`src/rtl/mecobo_cmd_pkg.sv`:
```
`default_nettype none
// ============================================================================
// Module   : mecobo_cmd_pkg
// Brief    : Shared command-word layout, dispatcher FSM encoding and constants.
// Revision : 1.0 - initial release
// ============================================================================
package mecobo_cmd_pkg;

    localparam int CMD_W    = 80;
    localparam int TS_MSB   = 79;
    localparam int TS_LSB   = 48;
    localparam int ADDR_MSB = 47;
    localparam int ADDR_LSB = 32;
    localparam int DATA_MSB = 31;
    localparam int DATA_LSB = 0;
    localparam int TS_W     = TS_MSB - TS_LSB + 1;
    localparam int ADDR_W   = ADDR_MSB - ADDR_LSB + 1;
    localparam int DATA_W   = DATA_MSB - DATA_LSB + 1;

    // A zero timestamp means "issue as soon as it reaches the head".
    localparam logic [TS_W-1:0] TS_IMMEDIATE = 32'd0;

    typedef enum logic [2:0] {
        ST_IDLE       = 3'd0,
        ST_FETCH      = 3'd1,
        ST_WAIT_VALID = 3'd2,
        ST_HOLD       = 3'd3,
        ST_ISSUE      = 3'd4
    } disp_state_t;

    function automatic logic [TS_W-1:0] cmd_ts(input logic [CMD_W-1:0] word);
        return word[TS_MSB:TS_LSB];
    endfunction

    function automatic logic [ADDR_W-1:0] cmd_addr(input logic [CMD_W-1:0] word);
        return word[ADDR_MSB:ADDR_LSB];
    endfunction

    function automatic logic [DATA_W-1:0] cmd_data(input logic [CMD_W-1:0] word);
        return word[DATA_MSB:DATA_LSB];
    endfunction

endpackage
`default_nettype wire

```
`src/rtl/cmd_due_compare.sv`:
```
`default_nettype none
// ============================================================================
// Module   : cmd_due_compare
// Brief    : Combinational due/late evaluation of a timestamp against now.
// Revision : 1.0 - initial release
// ============================================================================
module cmd_due_compare
    import mecobo_cmd_pkg::*;
(
    input  logic [TS_W-1:0] ts,
    input  logic [TS_W-1:0] now,
    input  logic [TS_W-1:0] limit,
    output logic            due,
    output logic            late
);

    logic [TS_W-1:0] w_diff;
    logic            w_immediate;
    logic            w_past;

    // Modulo-2^32 difference: MSB clear means ts is at or behind now.
    assign w_diff      = now - ts;
    assign w_past      = ~w_diff[TS_W-1];
    assign w_immediate = (ts == TS_IMMEDIATE);

    assign due  = w_immediate | w_past;
    assign late = ~w_immediate & w_past & (w_diff > limit);

endmodule
`default_nettype wire

```
`src/rtl/timed_cmd_dispatcher.sv`:
```
`default_nettype none
// ============================================================================
// Module   : timed_cmd_dispatcher
// Brief    : Pops timestamped commands from the FIFO and issues each one as a
//            single command-bus write once the global clock reaches it.
//            Optional late-drop feature: define DISPATCH_LATE_DROP_EN.
// Revision : 1.0 - initial release
// ============================================================================
module timed_cmd_dispatcher
    import mecobo_cmd_pkg::*;
#(
    parameter logic [31:0] LATE_LIMIT = 32'd1000
) (
    input  logic              clk,
    input  logic              rst,
    input  logic [TS_W-1:0]   current_time,
    input  logic [CMD_W-1:0]  cmd_fifo_dout,
    input  logic              cmd_fifo_empty,
    input  logic              cmd_fifo_valid,
    output logic              cmd_fifo_rd_en,
    output logic [ADDR_W-1:0] cmd_bus_addr,
    output logic [DATA_W-1:0] cmd_bus_data,
    output logic              cmd_bus_en,
    output logic              cmd_bus_wr,
    output logic              busy,
    output logic [15:0]       late_count
);

`ifdef DISPATCH_LATE_DROP_EN
    localparam bit c_drop_en = 1'b1;
`else
    localparam bit c_drop_en = 1'b0;
`endif

    disp_state_t       r_state;
    logic [TS_W-1:0]   r_ts;
    logic [ADDR_W-1:0] r_addr_hold;
    logic [DATA_W-1:0] r_data_hold;
    logic              r_rd_en;
    logic [ADDR_W-1:0] r_bus_addr;
    logic [DATA_W-1:0] r_bus_data;
    logic              r_bus_en;
    logic              r_bus_wr;

    logic              w_due;
    logic              w_late;
    logic              w_drop;
    disp_state_t       w_after_cmd;

    cmd_due_compare u_due_compare (
        .ts    (r_ts),
        .now   (current_time),
        .limit (LATE_LIMIT),
        .due   (w_due),
        .late  (w_late)
    );

    assign w_drop      = c_drop_en & w_late;
    assign w_after_cmd = cmd_fifo_empty ? ST_IDLE : ST_FETCH;

    // rd_en and the bus strobes are registered on the transition into
    // FETCH / ISSUE so they are high for exactly the cycle spent there.
    always_ff @(posedge clk) begin
        if (rst) begin
            r_state     <= ST_IDLE;
            r_ts        <= '0;
            r_addr_hold <= '0;
            r_data_hold <= '0;
            r_rd_en     <= 1'b0;
            r_bus_addr  <= '0;
            r_bus_data  <= '0;
            r_bus_en    <= 1'b0;
            r_bus_wr    <= 1'b0;
        end else begin
            r_rd_en  <= 1'b0;
            r_bus_en <= 1'b0;
            r_bus_wr <= 1'b0;
            case (r_state)
                ST_IDLE: begin
                    if (!cmd_fifo_empty) begin
                        r_state <= ST_FETCH;
                        r_rd_en <= 1'b1;
                    end
                end
                ST_FETCH: begin
                    r_state <= ST_WAIT_VALID;
                end
                ST_WAIT_VALID: begin
                    if (cmd_fifo_valid) begin
                        r_ts        <= cmd_ts(cmd_fifo_dout);
                        r_addr_hold <= cmd_addr(cmd_fifo_dout);
                        r_data_hold <= cmd_data(cmd_fifo_dout);
                        r_state     <= ST_HOLD;
                    end
                end
                ST_HOLD: begin
                    if (w_drop) begin
                        r_state <= w_after_cmd;
                        r_rd_en <= ~cmd_fifo_empty;
                    end else if (w_due) begin
                        r_state    <= ST_ISSUE;
                        r_bus_en   <= 1'b1;
                        r_bus_wr   <= 1'b1;
                        r_bus_addr <= r_addr_hold;
                        r_bus_data <= r_data_hold;
                    end
                end
                ST_ISSUE: begin
                    r_state <= w_after_cmd;
                    r_rd_en <= ~cmd_fifo_empty;
                end
                default: begin
                    r_state <= ST_IDLE;
                end
            endcase
        end
    end

    generate
        if (c_drop_en) begin : g_late_cnt
            logic [15:0] r_late_count;
            always_ff @(posedge clk) begin
                if (rst) begin
                    r_late_count <= '0;
                end else if ((r_state == ST_HOLD) && w_drop && (r_late_count != 16'hFFFF)) begin
                    r_late_count <= r_late_count + 16'd1;
                end
            end
            assign late_count = r_late_count;
        end else begin : g_no_late_cnt
            assign late_count = 16'd0;
        end
    endgenerate

    assign cmd_fifo_rd_en = r_rd_en;
    assign cmd_bus_addr   = r_bus_addr;
    assign cmd_bus_data   = r_bus_data;
    assign cmd_bus_en     = r_bus_en;
    assign cmd_bus_wr     = r_bus_wr;
    assign busy           = (r_state != ST_IDLE);

endmodule
`default_nettype wire

```
`config.mk`:
```
export PLATFORM = sky130hd
export DESIGN_NAME = timed_cmd_dispatcher
export DESIGN_NICKNAME = d
export VERILOG_FILES = /design/src/rtl/mecobo_cmd_pkg.sv /design/src/rtl/cmd_due_compare.sv /design/src/rtl/timed_cmd_dispatcher.sv
export SDC_FILE = /design/constraint.sdc
export NUM_CORES = 1
export LEC_CHECK = 0
export BUFFER_PORTS_ARGS = -buffer_cell sky130_fd_sc_hd__buf_2
export CAP_MARGIN = 20
export CORE_MARGIN = 1
export CORE_UTILIZATION = 40
export CTS_CLUSTER_DIAMETER = 40
export DETAILED_ROUTE_END_ITERATION = 12
export GPL_TIMING_DRIVEN = 0
export PLACE_DENSITY = 0.72
export SYNTH_ARGS = -nofsm -noshare
export SYNTH_HDL_FRONTEND = slang
export SYNTH_HIERARCHICAL = 1
export SYNTH_SLANG_ARGS = --single-unit
```
`constraint.sdc`:
```
create_clock -name clk -period 4.34 [get_ports clk]
set_clock_uncertainty 0.15 [all_clocks]
set_input_delay 0.434 -clock clk [delete_from_list [all_inputs] [get_ports clk]]
set_output_delay 0.434 -clock clk [all_outputs]
set_load 0.01 [all_outputs]
```
== Word level (Yosys, flattened, before mapping) ==
Cells that the tools add are included.

* Register bits after elaboration: 133
* Input bits: 116
* Output and inout bits: 68
* Logic and storage cells: 35

* Add/sub/neg operators: 1
* Equality and inequality tests: 7
* Muxes and demuxes: 8
* Bitwise operators: 4
* Reduce and logical (&&, ||, !) cells: 7

{| class="wikitable"
|+ Operators by type and width
! kind !! number
|-
| logical NOT 32 bit || 1
|-
| subtractor 32 bit || 1
|-
| one-hot mux 3 bit (5 select lines) || 1
|-
| two-way mux 3 bit || 3
|-
| == test 3 x 2 -> 1 bit, second input constant || 2
|-
| inequality test 2 bit, second input constant || 2
|-
| AND reduction 2 bit || 2
|-
| == test 3 x 1 -> 1 bit, second input constant || 1
|-
| == test 3 bit, second input constant || 1
|-
| logical NOT 3 bit || 1
|-
| two-way mux 1 bit || 3
|-
| inverter 1 bit || 3
|-
| AND reduction 3 bit || 1
|-
| nonzero test 3 bit || 1
|-
| inequality test 2 x 1 -> 1 bit, second input constant || 1
|-
| one-hot mux 1 bit (2 select lines) || 1
|-
| OR reduction 2 bit || 1
|-
| OR 1 bit || 1
|}

== Logic depth before layout (Yosys ltp) ==
Gate-level depths: netlist (run 1).

* Depth in word-level cells: 5
* Mapped depth: 15
* Mapped depth without buffers: 12

== Hierarchy ==
The synthesis (run 1) kept the hierarchy.

{| class="wikitable"
|+ Modules (own cells, without submodules)
! module !! instances !! cells each !! area an instance (sq um) !! seq. area each (sq um)
|-
| timed_cmd_dispatcher || 1 || 596 || 4898.4 || 2662.6
|-
| cmd_due_compare || 1 || 399 || 2720.1 || 0.0
|}

== Worst setup path after synthesis (run 1) ==
No wires, ideal clock.

* Path kind: input to register
* From: input port current_time[12]
* To: register r_bus_addr[0], in the netlist cmd_bus_addr[0]
* Library setup time: 132 ps
* Arrival time: 2819 ps
* Required time: 4058 ps
* Slack: 1238 ps
* Cell stages on the path: 14
* Path buffers: 3
* Path through: ha_1 > buf_4 > nand3_4 > or3_1 > a21oi_2 > o311ai_2 > a2111oi_4 > or3_1 > nand3_1 > and4b_1 > buf_4 > buf_6 > nand2_1 > a21oi_1

* Word-level cells in the longest chain between the ends: 4

{| class="wikitable"
|+ Ends and longest elaborated chain
! item !! line !! text
|-
| start: declaration || timed_cmd_dispatcher.sv:16 || <nowiki>input logic [TS_W-1:0] current_time,</nowiki>
|-
| subtractor 32 bit || cmd_due_compare.sv:22 || <nowiki>assign w_diff = now - ts;</nowiki>
|-
| inverter 1 bit || cmd_due_compare.sv:23 || <nowiki>assign w_past = ~w_diff[TS_W-1];</nowiki>
|-
| OR 1 bit || cmd_due_compare.sv:26 || <nowiki>assign due = w_immediate | w_past;</nowiki>
|-
| net w_due || timed_cmd_dispatcher.sv:45 || <nowiki>logic w_due;</nowiki>
|-
| AND reduction 2 bit (no line) || -- ||
|-
| end signal: assignment || timed_cmd_dispatcher.sv:104 || <nowiki>r_bus_addr <= r_addr_hold;</nowiki>
|-
| end: declaration || timed_cmd_dispatcher.sv:40 || <nowiki>logic [ADDR_W-1:0] r_bus_addr;</nowiki>
|}

The timed path passes the listed nets, and every way through them passes these cells.
A chain may end at the register's enable or synchronous reset.

== Worst setup path in the final report (run 1) ==
* From: register r_ts[18]
* To: register r_bus_addr[12], in the netlist cmd_bus_addr[12]

* Word-level cells in the longest chain between the ends: 4
* Elaborated cells between the ends (all ways): 5
* Those cells by class: add/sub (1); bitwise (2); reduce/logical (2)

{| class="wikitable"
|+ Ends and longest elaborated chain
! item !! line !! text
|-
| start: declaration || timed_cmd_dispatcher.sv:36 || <nowiki>logic [TS_W-1:0] r_ts;</nowiki>
|-
| start signal: assignment || timed_cmd_dispatcher.sv:90 || <nowiki>r_ts <= cmd_ts(cmd_fifo_dout);</nowiki>
|-
| subtractor 32 bit || cmd_due_compare.sv:22 ||
|-
| inverter 1 bit || cmd_due_compare.sv:23 ||
|-
| OR 1 bit (*) || cmd_due_compare.sv:26 ||
|-
| net w_due || timed_cmd_dispatcher.sv:45 ||
|-
| AND reduction 2 bit (no line) (*) || -- ||
|}

The timed path passes the listed nets; every way through them passes the cells marked *.

==> results.toml, run 1 <==
[status]
status = "finished clean"

[global_route]
first_global_vias = 4933
track_usage_pct = 20.6
antenna_found_initial = 1
grt_pass1_wl_mm = 23.8
grt_overflow = 0
grt_max_degree = 17

[cts]
clock_path_buffers = 2
postCtsSetupBuffers = 0
cts_root_buf = "clkbuf_16"
cts_hold_buffers = 0
tritoncts = "built"
numClockSinks = 133
clk_pin_slew_ns = 0.06
clk_latency_ns = 0.42
h-tree-depth = 4
cts_buffers = 17
cts.repair.resized = 0

[floorplanning]
io_pins = 184
die_area_sq_mm = 0.0152
num_rows = 43
start_util_pct = 41.6
die_w_um = 123
die_h_um = 123
core_sq_mm = 0.0141

[cells_and_area]
layout.nets = 1075
fin_area_sq_mm = 0.00759
layout-drive-gt1-share_pct = 29.9
n_antenna_cell = 0
layout.cells.non_filler = 1121
fillers = 1382
area_delta_synth_final_pct = 29.3

[sta]
fmax_mhz = 284
slew_headroom_pct = 51.0
final_hold_viol_count = 0
finalCritPeriodShare_pct = 81.2
rsz0062_at_grt = "false"
setup_viol = 0
hold_slack_ns = 0.0402
fin_tns_setup_ns = 0
worst_pin_slew_ns = 0.735
slew_viol_final = 0
min_period_ns = 3.53

[placement]
dpl_cell_area_sq_mm = 0.00698
dp_cells = 1089
gp_congestion = 0.800
dpl.hpwl_mm = 11.1
portBuffers = 166

[run]
cap_violations = 0

[min_path]
min_path_type = "input port to flip-flop"

[drt]
drtIter0Drc = 331
drt_first_pass_iters = 6
via_count = 5300
viasPerCell = 4.73
wl_per_cell_um = 13.1
postRouteAntennaNets = 0
drcViolationCount = 0
wl_mm = 14.7

[power]
power_density_mw_per_mm2 = 404
ir_drop_uv = 285
power.leakage_nw = 3.13
finalPower_w = 0.00307

[setup_path]
crit_path_end_kind = "flip-flop"
worstPathRequired_ns = 4.47
critical_path_class = "flip-flop to flip-flop"
path_max_fanout = 10
worstSetupStartpointType = "flip-flop"
worstPathArrival_ns = 3.66

[yosys]
synth.avg_cell_area_sq_um = 8.06
yosys_warnings = 6
synthCells = 728
netlist_area_sq_mm = 0.00587
-- metrics by stage --
step	setup slack (ns)	utilization (%)
after floorplan	1.37	-
after global placement	0.731	49.5
after detailed placement	0.694	49.5
after CTS	0.817	53.9
after global routing	0.596	53.9
final	0.814	53.9
-- worst max-delay path, stage by stage (launching register included) --
cell and delay, ns:
dfxtp_1 0.36, inv_1 0.05, ha_1 0.30, buf_6 0.12
a21oi_1 0.13, o21ai_1 0.10, a31oi_1 0.28, o221ai_1 0.18
a221o_1 0.38, or3_1 0.36, nand3_1 0.19, nand4b_1 0.27
clkbuf_1 0.31, nand2_1 0.13, a21oi_1 0.07
-- placed cells by master (no fill, tap or decap), types with 5 or more instances in the layout --
cell type and n:
a21oi_1 118, a21oi_2 23, buf_2 183, buf_4 22, buf_6 5, buf_8 8
clkbuf_1 15, clkbuf_16 17, clkinv_2 5, conb_1 16, dfxtp_1 133, ha_1 31
inv_1 33, nand2_1 262, nor4_1 9
-- layer usage --
metal	up-vias	routed length, um	track usage [%]
met4	0	157	6.70
li1	2742	-	-
met2	159	6890	32.5
met3	15	1050	6.87
met5	-	0	0
met1	2384	6650	26.4
-- layout make-up --
| cell class | instances | area [sq um] | share of cell area [%] |
|---|---|---|---|
| flip-flops and latches | 133 | 2660 | 35.1 |
| clock buffers | 19 | 453 | 5.97 |
| repair buffers | 166 | 831 | 10.9 |
| well taps | 180 | 225 | 2.97 |
| inverters | 33 | 124 | 1.63 |
| clock inverters | 13 | 155 | 2.04 |
| multi-input cells | 505 | 2640 | 34.7 |
| plain buffers | 72 | 504 | 6.64 |
-- state kept, by name (all words and copies together), names as in the netlist --
| name | cells |
|---|---|
| r_state | 3 |
| cmd_bus_addr | 16 |
| cmd_bus_wr | 1 |
| cmd_bus_data | 32 |
| r_data_hold | 32 |
| r_addr_hold | 16 |
| cmd_fifo_rd_en | 1 |
| r_ts | 32 |
-- worst paths after layout --
| kind | startpoint | to | slack [ns] | cells past startpoint |
|---|---|---|---|---|
| min reg2reg | cmd_bus_data[15] | cmd_bus_data[15] | 0.30 | 2 |
| min | cmd_fifo_empty | cmd_fifo_rd_en | 0.04 | 2 |
| max | r_ts[18] | cmd_bus_addr[12] | 0.81 | 14 |
| max reg2reg | r_ts[18] | cmd_bus_addr[12] | 0.81 | 14 |
-- power breakdown --
group	internal, W	switching (W)
registers	0.00125	0.0000185
clock network	0.000930	0.000537
logic	0.000149	0.000180
Power figures use the tool's default switching activity.
==> run 2: changes to the inputs <==
clock period = 3.65 ns   (was 4.34 ns; I/O delays follow)
==> run 2 against run 1 <==
Compared with the run above: die area did not move; global-route usage did not move; sequential share of layout area fell by 0.11 points; critical endpoint unchanged; largest cell class unchanged; highest routed layer unchanged.
==> results.toml, run 2 (same netlist as run 1, synthesis figures left out) <==
[drt]
viasPerCell = 4.71
drt_first_pass_iters = 5
via_count = 5289
wl_per_cell_um = 13.2
postRouteAntennaNets = 0
wl_met1_mm = 6.69
met2WireLength_mm = 6.85
drcViolationCount = 0
wl_mm = 14.8
met3_length_mm = 1.02
drtIter0Drc = 340
top_layer = "met4"

[power]
finalPower_w = 0.00366
power.leakage_nw = 3.14
power_density_mw_per_mm2 = 480
ir_drop_uv = 339

[floorplanning]
die_area_sq_mm = 0.0152
io_pins = 184
die_h_um = 123
num_rows = 43
core_sq_mm = 0.0141
die_w_um = 123
start_util_pct = 41.6

[setup_path]
critical_path.cell_chain = "inv_1 > ha_1 > buf_6 > a21oi_1 > o21ai_1 > a31oi_2 > o221ai_1 > a221o_1 > or3_1 > nand3_2 > and4b_1 > buf_4 > buf_6 > nand2_1 > a21oi_1"
cpLargestDelayFamily = "compound AO/OA/AOI/OAI gates"
worstPathRequired_ns = 3.84
r2r_setup_slack_ns = 0.22
cpMaxStageDelayCell = "or3_1"
path_buf_inv = 4
ff2ff_path_depth = 15
critical_path_class = "flip-flop to flip-flop"
r2r-start = "r_ts[18]"
worstPathArrival_ns = 3.62
regToRegEndpoint = "cmd_bus_addr[12]"
crit_path_end_kind = "flip-flop"
path_max_fanout = 10
worstSetupStartpointType = "flip-flop"
cpPeakStageDelay_ns = 0.39

[sta]
worst_pin_slew_ns = 0.717
final_hold_viol_count = 0
min_period_ns = 3.43
fmax_mhz = 292
setup_viol = 0
fin_tns_setup_ns = 0
rsz0062_at_grt = "false"
slew_headroom_pct = 52.2
slew_viol_final = 0
finalCritPeriodShare_pct = 93.9

[cts]
clk_pin_slew_ns = 0.06
numClockSinks = 133
h-tree-depth = 4
clk_latency_ns = 0.42
cts_root_buf = "clkbuf_16"
tritoncts = "built"
clock_path_buffers = 2
cts_buffers = 17
postCtsSetupBuffers = 0

[placement]
gp_congestion = 0.800
dp_cells = 1089
dpl.hpwl_mm = 11.1
dpl_cell_area_sq_mm = 0.00698
portBuffers = 166

[global_route]
grt_pass1_wl_mm = 23.8
antenna_found_initial = 1
grt_max_degree = 17
track_usage_pct = 20.6
first_global_vias = 4939
grt_overflow = 0

[run]
cap_violations = 0

[min_path]
hold-path-cell-count = 3
min_path_type = "input port to flip-flop"
hold-path-endpoint = "r_addr_hold[3]"
hp-start = "cmd_fifo_dout[35]"

[cells_and_area]
layout.nets = 1076
fillers = 1382
fin_area_sq_mm = 0.00761
layout-drive-gt1-share_pct = 30.3
layout.cells.non_filler = 1122
layout_commonest_cell = "nand2_1"
multi_input_area_sq_mm = 0.00265
n_antenna_cell = 0
area_delta_synth_final_pct = 29.7
regArea_sq_mm = 0.00266
layout_common_cells = "nand2_1 (262), buf_2 (183), dfxtp_1 (133)"

[status]
status = "finished clean"
## run 2: cell types whose count changed in the layout (fill, tap and decap cells not counted), sizes merged
cell         change
dlygate4sd3      +1
## run 2: area by class of cell
type / instances / area share, %
plain buffers: 72 / 6.65
clock buffers: 19 / 5.95
clock inverters: 13 / 2.04
inverters: 33 / 1.63
multi-input cells: 505 / 34.8
flip-flops and latches: 133 / 35.0
well taps: 180 / 2.96
repair buffers: 167 / 11.0
## run 2: worst max-delay path by stage
stage,depth (start not counted),to,start
2_1_floorplan,15,cmd_bus_addr[0],r_ts[12]
3_3_place_gp,14,cmd_bus_addr[9],current_time[18]
3_5_place_dp,14,cmd_bus_addr[11],current_time[18]
4_1_cts,14,cmd_bus_addr[10],r_ts[18]
5_1_grt,15,cmd_bus_addr[12],r_ts[18]
6_report,15,cmd_bus_addr[12],r_ts[18]
## run 2: worst register-to-register path, cell delays in order (launching register included)
cell      delay, ns
dfxtp_1        0.36
inv_1          0.05
ha_1           0.30
buf_6          0.12
a21oi_1        0.13
o21ai_1        0.11
a31oi_2        0.23
o221ai_1       0.17
a221o_1        0.38
or3_1          0.39
nand3_2        0.14
and4b_1        0.26
buf_4          0.22
buf_6          0.16
nand2_1        0.06
a21oi_1        0.13
## run 2: stage by stage
stage               utilization, %  hold WS (ns)  setup WS, ns
floorplan                        -         0.282         0.743
global placement              49.5         0.289         0.110
detailed placement            49.5         0.294        0.0728
CTS                           53.9        0.0113         0.127
global route                  54.0        0.0128        0.0236
finish                        54.0        0.0286         0.224
## run 2: per-layer routing
layer	global-route usage [%]	vias up
met5	0	-
met4	6.70	0
met3	6.87	15
met2	32.5	153
met1	26.4	2378
li1	-	2743
## run 2: repair_timing
item | in CTS | in global routing
gates resized for setup | 0 | 6
setup endpoints to repair | 0 | 21
endpoints found under the hold margin | 1 | 0
hold buffers | 1 | 0
## run 2: report_power, final
part / switching (W) / total, W / internal [W] / leakage [nW]
registers: 0.0000219 / 0.00151 / 0.00149 / 1.07
clock network: 0.000640 / 0.00174 / 0.00111 / 0.295
logic: 0.000217 / 0.000397 / 0.000179 / 1.77
==> run 3: changes to the inputs <==
RECOVER_POWER = 50   (was unset)
==> run 3 against run 2 <==
Compared with the run above: first-iteration DRC count fell by 1.8%; via count barely moved; sequential power hardly changed; global-route usage unchanged; hold slack gained 0.0014 ns; largest power group unchanged.
==> results.toml, run 3 (same netlist as run 1, synthesis figures left out) <==
[global_route]
first_global_vias = 4939
grt_max_degree = 17
track_usage_pct = 20.6
antenna_found_initial = 1
grt_overflow = 0
grt_pass1_wl_mm = 23.8

[setup_path]
ff2ff_path_depth = 15
cpMaxStageDelayCell = "or3_1"
worstPathArrival_ns = 3.63
crit_start = "r_ts[18]"
path_buf_inv = 4
regToRegEndpoint = "cmd_bus_addr[12]"
critical_path_class = "flip-flop to flip-flop"
worstPathRequired_ns = 3.84
worstSetupStartpointType = "flip-flop"
path_max_fanout = 10
r2r-start = "r_ts[18]"
cpPeakStageDelay_ns = 0.39
crit_path_end_kind = "flip-flop"
r2r_setup_slack_ns = 0.22
cpLargestDelayFamily = "compound AO/OA/AOI/OAI gates"
critical_path.cell_chain = "inv_1 > ha_1 > buf_6 > a21oi_1 > o21ai_1 > a31oi_2 > o221ai_1 > a221o_1 > or3_1 > nand3_2 > and4b_1 > buf_4 > buf_6 > nand2_1 > a21oi_1"

[floorplanning]
start_util_pct = 41.6
die_h_um = 123
core_sq_mm = 0.0141
io_pins = 184
die_area_sq_mm = 0.0152
num_rows = 43
die_w_um = 123

[placement]
dpl.hpwl_mm = 11.1
gp_congestion = 0.800
portBuffers = 166
dp_cells = 1089
pre_cts_ws_ns = 0.0728

[drt]
postRouteAntennaNets = 0
drt_first_pass_iters = 5
wl_mm = 14.8
drtIter0Drc = 334
via_count = 5291
drcViolationCount = 0
wl_per_cell_um = 13.2
viasPerCell = 4.72

[cells_and_area]
layout_commonest_cell = "nand2_1"
layout.cells.non_filler = 1122
fillers = 1418
area_delta_synth_final_pct = 28.3
layout_common_cells = "nand2_1 (262), dfxtp_1 (133), buf_2 (123)"
layout-drive-gt1-share_pct = 23.7
layout.nets = 1076
n_antenna_cell = 0

[min_path]
min_path_type = "input port to flip-flop"
hp-start = "cmd_fifo_dout[35]"
hold-path-endpoint = "r_addr_hold[3]"
hold-path-cell-count = 3

[sta]
rsz0062_at_grt = "false"
setup_viol = 0
finalCritPeriodShare_pct = 94.1
fin_tns_setup_ns = 0
slew_headroom_pct = 52.1
fin_ws_ns = 0.215
worst_pin_slew_ns = 0.719
slew_viol_final = 0
min_period_ns = 3.43
final_hold_viol_count = 0
fmax_mhz = 291
hold_slack_ns = 0.0299

[power]
ir_drop_uv = 339
p_int_w = 0.00277
p_clk_share_pct = 47.8
comb_power_share_pct = 10.8
power.leakage_nw = 2.91
finalPower_w = 0.00366
power_density_mw_per_mm2 = 485
p_sw_share_pct = 24.1
seqPwrFrac_pct = 41.4
p_sw_w = 0.000882

[cts]
postCtsSetupBuffers = 0
tritoncts = "built"
h-tree-depth = 4
clk_latency_ns = 0.42
cts_buffers = 17
clock_path_buffers = 2
cts_root_buf = "clkbuf_16"
clk_pin_slew_ns = 0.06
numClockSinks = 133

[run]
cap_violations = 0

[status]
status = "finished clean"
## run 3: cell count changes in the layout (fill, tap and decap cells not counted), sizes merged
cell / delta
clkbuf: +60
buf: -60
## run 3: per-stage QoR
stage / utilization, % / area, sq um
after global routing: 53.4 / 7530
after CTS: 53.9 / 7600
after detailed placement: 49.5 / 6980
after global placement: 49.5 / 6980
final: 53.4 / 7530
after floorplan: - / 5930
## run 3: cell type report
class	count	area (sq um)	area share, %
buffer	72	495	6.58
clock buffer	19	453	6.01
clock inverter	13	155	2.06
inverter	33	124	1.64
multi-input combinational	505	2640	35.0
sequential	133	2660	35.3
tap	180	225	2.99
timing repair buffer	167	777	10.3
## run 3: how the worst max path moves through the flow
stage | to | cells past startpoint | slack [ns]
2_1_floorplan | cmd_bus_addr[0] | 15 | 0.74
3_3_place_gp | cmd_bus_addr[9] | 14 | 0.11
3_5_place_dp | cmd_bus_addr[11] | 14 | 0.07
4_1_cts | cmd_bus_addr[10] | 14 | 0.13
5_1_grt | cmd_bus_addr[12] | 15 | 0.02
6_report | cmd_bus_addr[12] | 15 | 0.22
## run 3: timing repair
action | CTS | global route
endpoints found under the setup margin | 0 | 21
hold endpoints to repair | 1 | 0
gates resized for setup | 0 | 6
hold buffers | 1 | 0
## run 3: power groups by stage
stage	Combinational (W)	Clock (W)	Sequential, W
2_1_floorplan	0.000256	0	0.00154
3_3_place_gp	0.000387	0	0.00154
3_5_place_dp	0.000392	0	0.00155
4_1_cts	0.000395	0.00178	0.00151
5_1_grt	0.000446	0.00186	0.00152
6_report	0.000394	0.00175	0.00151
## run 3: worst reg2reg max path: cells and delay by family (launching register included)
family	cells	cell delay, ns
compound gates	6	1.15
flops	1	0.36
fa+ha+maj	1	0.30
simple gates	4	0.86
buf+inv	4	0.55
## run 3: routing by layer
metal,share of wire [%],up-vias,GRT usage [%]
met3,6.9,18,6.87
met4,1.6,0,6.70
met2,46,155,32.5
met1,46,2375,26.4
met5,0,-,0
li1,-,2743,-
